`config.mk`:
```
export PLATFORM = sky130hd
export DESIGN_NAME = serial_subtractor
export DESIGN_NICKNAME = d
export VERILOG_FILES = /design/src/rtl/serial_subtractor.sv
export SDC_FILE = /design/constraint.sdc
export NUM_CORES = 1
export LEC_CHECK = 0
export ABC_AREA = 1
export ABC_CLOCK_PERIOD_IN_PS = 1750
export CAP_MARGIN = 20
export CORE_UTILIZATION = 51
export DETAILED_ROUTE_END_ITERATION = 7
export PLACE_DENSITY = 0.81
export RECOVER_POWER = 25
export SLEW_MARGIN = 0
export SYNTH_ARGS = -nofsm -noshare
export SYNTH_HDL_FRONTEND = slang
export SYNTH_SLANG_ARGS = --single-unit
```
`constraint.sdc`:
```
create_clock -name clk -period 1.75 [get_ports clk]
set_input_delay 0.35 -clock clk [delete_from_list [all_inputs] [get_ports clk]]
set_output_delay 0.35 -clock clk [all_outputs]
set_load 0.03 [all_outputs]
```
`src/rtl/serial_subtractor.sv`:
```
// Bit-serial unsigned subtractor: a - b, LSB first, one full-subtractor
// cell plus a borrow flop; parallel result presented with a done pulse.
module serial_subtractor #(
  parameter int WIDTH = 8
) (
  input  logic             clk,
  input  logic             rst_n,
  input  logic             start,
  input  logic [WIDTH-1:0] a,
  input  logic [WIDTH-1:0] b,
  output logic             busy,
  output logic             done,
  output logic [WIDTH-1:0] diff,
  output logic             borrow,
  output logic             diff_bit,
  output logic             diff_bit_valid
);

  localparam int CW = $clog2(WIDTH) + 1;

  typedef enum logic [1:0] {
    S_IDLE,
    S_RUN,
    S_DONE
  } state_t;

  state_t           r_state;
  state_t           w_state_nxt;
  logic [WIDTH-1:0] r_sa;
  logic [WIDTH-1:0] r_sb;
  logic [WIDTH-1:0] r_sr;
  logic [WIDTH-1:0] r_diff;
  logic             r_br;
  logic             r_borrow;
  logic [CW-1:0]    r_cnt;

  logic w_x;
  logic w_y;
  logic w_d;
  logic w_br_nxt;
  logic w_run;
  logic w_last;

  assign w_x      = r_sa[0];
  assign w_y      = r_sb[0];
  assign w_d      = w_x ^ w_y ^ r_br;
  assign w_br_nxt = (~w_x & w_y) | (~(w_x ^ w_y) & r_br);
  assign w_run    = (r_state == S_RUN);
  assign w_last   = w_run && (r_cnt == CW'(WIDTH - 1));

  always_comb begin
    w_state_nxt = r_state;
    unique case (r_state)
      S_IDLE:  if (start) w_state_nxt = S_RUN;
      S_RUN:   if (w_last) w_state_nxt = S_DONE;
      S_DONE:  w_state_nxt = S_IDLE;
      default: w_state_nxt = S_IDLE;
    endcase
  end

  always_ff @(posedge clk or negedge rst_n) begin
    if (!rst_n) begin
      r_state  <= S_IDLE;
      r_sa     <= '0;
      r_sb     <= '0;
      r_sr     <= '0;
      r_diff   <= '0;
      r_br     <= 1'b0;
      r_borrow <= 1'b0;
      r_cnt    <= '0;
    end else begin
      r_state <= w_state_nxt;
      if (r_state == S_IDLE && start) begin
        r_sa  <= a;
        r_sb  <= b;
        r_br  <= 1'b0;
        r_cnt <= '0;
      end else if (w_run) begin
        r_sa  <= r_sa >> 1;
        r_sb  <= r_sb >> 1;
        r_sr  <= {w_d, r_sr[WIDTH-1:1]};
        r_br  <= w_br_nxt;
        r_cnt <= r_cnt + 1'b1;
        // result only becomes visible once every bit is in
        if (w_last) begin
          r_diff   <= {w_d, r_sr[WIDTH-1:1]};
          r_borrow <= w_br_nxt;
        end
      end
    end
  end

  assign busy           = w_run;
  assign done           = (r_state == S_DONE);
  assign diff           = r_diff;
  assign borrow         = r_borrow;
  assign diff_bit       = w_run & w_d;
  assign diff_bit_valid = w_run;

endmodule

```
==> metrics.md <==
| Metric | Value |
|---|---|
| Status | `finished, violations left` |
| Violations in the final reports | `setup timing` |
| Core footprint | `around 3100 µm²` |
| First-pass GRT wire length | `5.33 mm` |
| CTS tree | `done` |
| Die Area | `3580 µm²` |
| Total congestion overflow | `0` |
| Max VDD drop | `around 0.8 mV` |
| Final routed DRC violation total | `0` |
| Detailed-router iteration count before antenna repair | `4` |
| Multi-input gate area | `between 600 and 700 µm²` |
| Clock slew at the register clock pins of the worst setup and hold paths | `0.11 ns` |
| Routed WL | `3.14 mm` |
| Total standard cell area after synthesis | `1710 µm²` |
| Starting DRC count in detailed routing | `53` |
| Final setup violation count | `1` |
| Antenna-violating nets left | `0` |
| Die extent in x | `around 60 µm` |
| Post-DP HPWL | `2.10 mm` |
| Initial core utilization | `0.550` |
| Via Count | `1378` |
| Root buffer selected by CTS | `clkbuf_4` |
| PD cells | `1810 nW/µm²` |
| Final Worst Setup Slack | `-0.177 ns` |
| Post-synth net total | `212` |
| Endpoint arrival time on the critical path | `between 1.5 and 2 ns` |
| Proportion of power drawn by combinational gates | `0.476` |
| Critical path start-end classification | `reg2out` |
| Max-slew headroom | `0.386` |
| Switching Fraction | `0.416` |
| Total track usage | `0.202` |
| # diodes | `0` |
| Final hold slack | `around 0.21 ns` |
| Die Y | `59.9 µm` |
| Mean Syn Cell Area | `8.94 µm²` |
| Req. time, crit path | `between 1 and 1.5 ns` |
| Clock share of power | `0.131` |
| Number of ports placed on the die boundary | `32` |
| Per-cell via count in the routed design | `5.07` |
| Sequential share of power | `0.394` |
| Worst Tran Pin Value | `0.921 ns` |
| Number of levels the H-tree was split into | `2` |
| Average routed wire per standard cell | `11.5 µm` |
| Class of the worst hold path | `in2async` |
| Proportion of synthesized chip area in sequential cells | `0.571` |
| Static Leakage | `1.13 nW` |
| Crit path time final | `1.93 ns` |
| Crit path launch type | `flop` |
| Number of antenna violations at the first check in global routing | `0` |
| Total number of placement rows | `20` |
| FF-to-FF setup slack | `between 0.4 and 0.5 ns` |
| Clock tree buffer depth | `2` |
| Final critical-path share of the clock period | `1.10` |
| Max-slew violation count | `0` |
| Final Net Count | `248` |
| Count of cells along the worst register-to-register path | `6` |
| Worst Skew | `~0.0074 ns` |
| Sort of element at the end of the critical path | `output pin` |
| Number of global-route vias before repair | `1221` |
| Fmax achieved | `about 520 MHz` |
| Number of port buffers | `31` |
| Share of post-route cells with drive strength above 1 | `0.123` |
| Largest net degree at the start of global routing | `40` |
| Switching power of the nets | `between 1.5 and 2 mW` |
| Number of buffers created by CTS | `5` |
| Top area cells in the synthesized netlist | `dfrtp_1 57%, nand2_1 16%, nand3_1 11%` |
| Commonest non-fill, non-tap cells in the layout | `75 x nand2_1, 39 x dfrtp_1, 36 x nand3_1` |
| Layout area overhead | `25.6%` |
| Startpoint of the worst register-to-register path | `r_cnt[0]$_DFFE_PN0P_` |
| Fraction of post-synthesis cell area in the top cell type by area | `0.571` |
| Count of maximum capacitance violations | `0` |
| Seq. cell area | `just under 1000 µm²` |
| Count of endpoints failing hold in the final timing report | `0` |
| Number of distinct library cells after synthesis | `21` |
| Yosys warns | `0` |
| Worst-path maximum fanout | `2` |
| Internal power summed over all cells | `2.27 mW` |
| Worst-skew pair later-pin latency | `between 0.3 and 0.4 ns` |
| Post-Syn Instances | `between 150 and 200` |
| Setup TNS | `-0.177 ns` |
| Most common library cell in the layout ignoring fill and taps | `nand2_1` |
| Number of clock sinks | `39` |
| Place WS | `between 0.1 and 0.15 ns` |
| Area leader, netlist | `dfrtp_1` |
| Synthesized flop and latch total | `39` |
| Hold-fix buffers at CTS | `0` |
| Total of fill cells in the finished design | `277` |
| Setup repair after global routing missed its margin | `true` |
| Routability cong. | `approximately 0.7` |
| Critical R2R Capture | `diff[7]$_DFFE_PN0P_` |
-- stage by stage --
stage	power [mW]	area (µm²)	util	std cells
2_1_floorplan	2.81	1710	-	191
3_3_place_gp	3.26	2030	0.654	262
3_5_place_dp	3.32	2030	0.654	262
4_1_cts	3.86	2100	0.677	270
5_1_grt	4.18	2140	0.691	272
6_report	3.89	2140	0.691	272
-- sequential cells by signal (all words and copies together) (netlist names) --
register / cells
diff: 8
r_sa: 8
r_sb: 8
r_sr: 7
r_cnt: 4
r_state: 2
borrow: 1
r_br: 1
-- Yosys cell counts, drive strengths merged --
library cell	count
nand3	36
a21oi	1
o22ai	1
inv	10
ha	1
nand2	77
nand4	1
o21ai	6
buf	9
fa	1
dfrtp	39
nor2	7
o21bai	2
-- what timing repair did --
action | in CTS | in global routing
pin swaps | 2 | 1
setup endpoints to repair | 2 | 12
setup buffers | 0 | 2
resized for setup | 4 | 11
-- how the worst max path moves through the flow --
stage               end  cells after the start           startpoint  slack, ns
6_report       diff_bit                      5     r_br$_DFFE_PN0P_      -0.18
5_1_grt        diff_bit                      5     r_br$_DFFE_PN0P_      -0.22
4_1_cts        diff_bit                      5  r_sb[0]$_DFFE_PN0P_      -0.21
3_5_place_dp   diff_bit                      4  r_sa[0]$_DFFE_PN0P_       0.13
3_3_place_gp   diff_bit                      4  r_sa[0]$_DFFE_PN0P_       0.15
2_1_floorplan  diff_bit                      3  r_sa[0]$_DFFE_PN0P_       0.21
-- metal layers --
| layer | track usage | routed length, µm |
|---|---|---|
| met1 | 0.284 | 1470 |
| met2 | 0.308 | 1520 |
| met3 | 0.0455 | 119 |
| met4 | 0.0698 | 31 |
| met5 | 0 | 0 |
-- cell families after synthesis --
family,after synthesis,share of synthesized area
compound gates,10,0.0330
flops,39,0.571
buf+inv,19,0.0637
fa+ha+maj,2,0.0190
simple gates,121,0.313
-- power by group through the flow --
stage,Combinational (mW),Clock [mW],Sequential [mW]
4_1_cts,1.80,0.521,1.53
6_report,1.85,0.508,1.53
5_1_grt,2.04,0.560,1.58
2_1_floorplan,1.09,0,1.73
3_3_place_gp,1.73,0,1.53
3_5_place_dp,1.78,0,1.55
-- area by class of cell --
cell class                      count  share of cell area
Clock buffer                        8              0.0321
Inverter                           10              0.0187
Multi-Input combinational cell    133               0.295
Sequential cell                    39               0.455
Tap cell                           44              0.0257
Timing Repair Buffer               38               0.174
-- critical path, cell delays in order (launching register included) --
cell	delay, ns
dfrtp_1	0.35
inv_2	0.05
fa_1	0.57
inv_2	0.06
nor2_4	0.09
buf_6	0.13
Power figures use the tool's default switching activity.
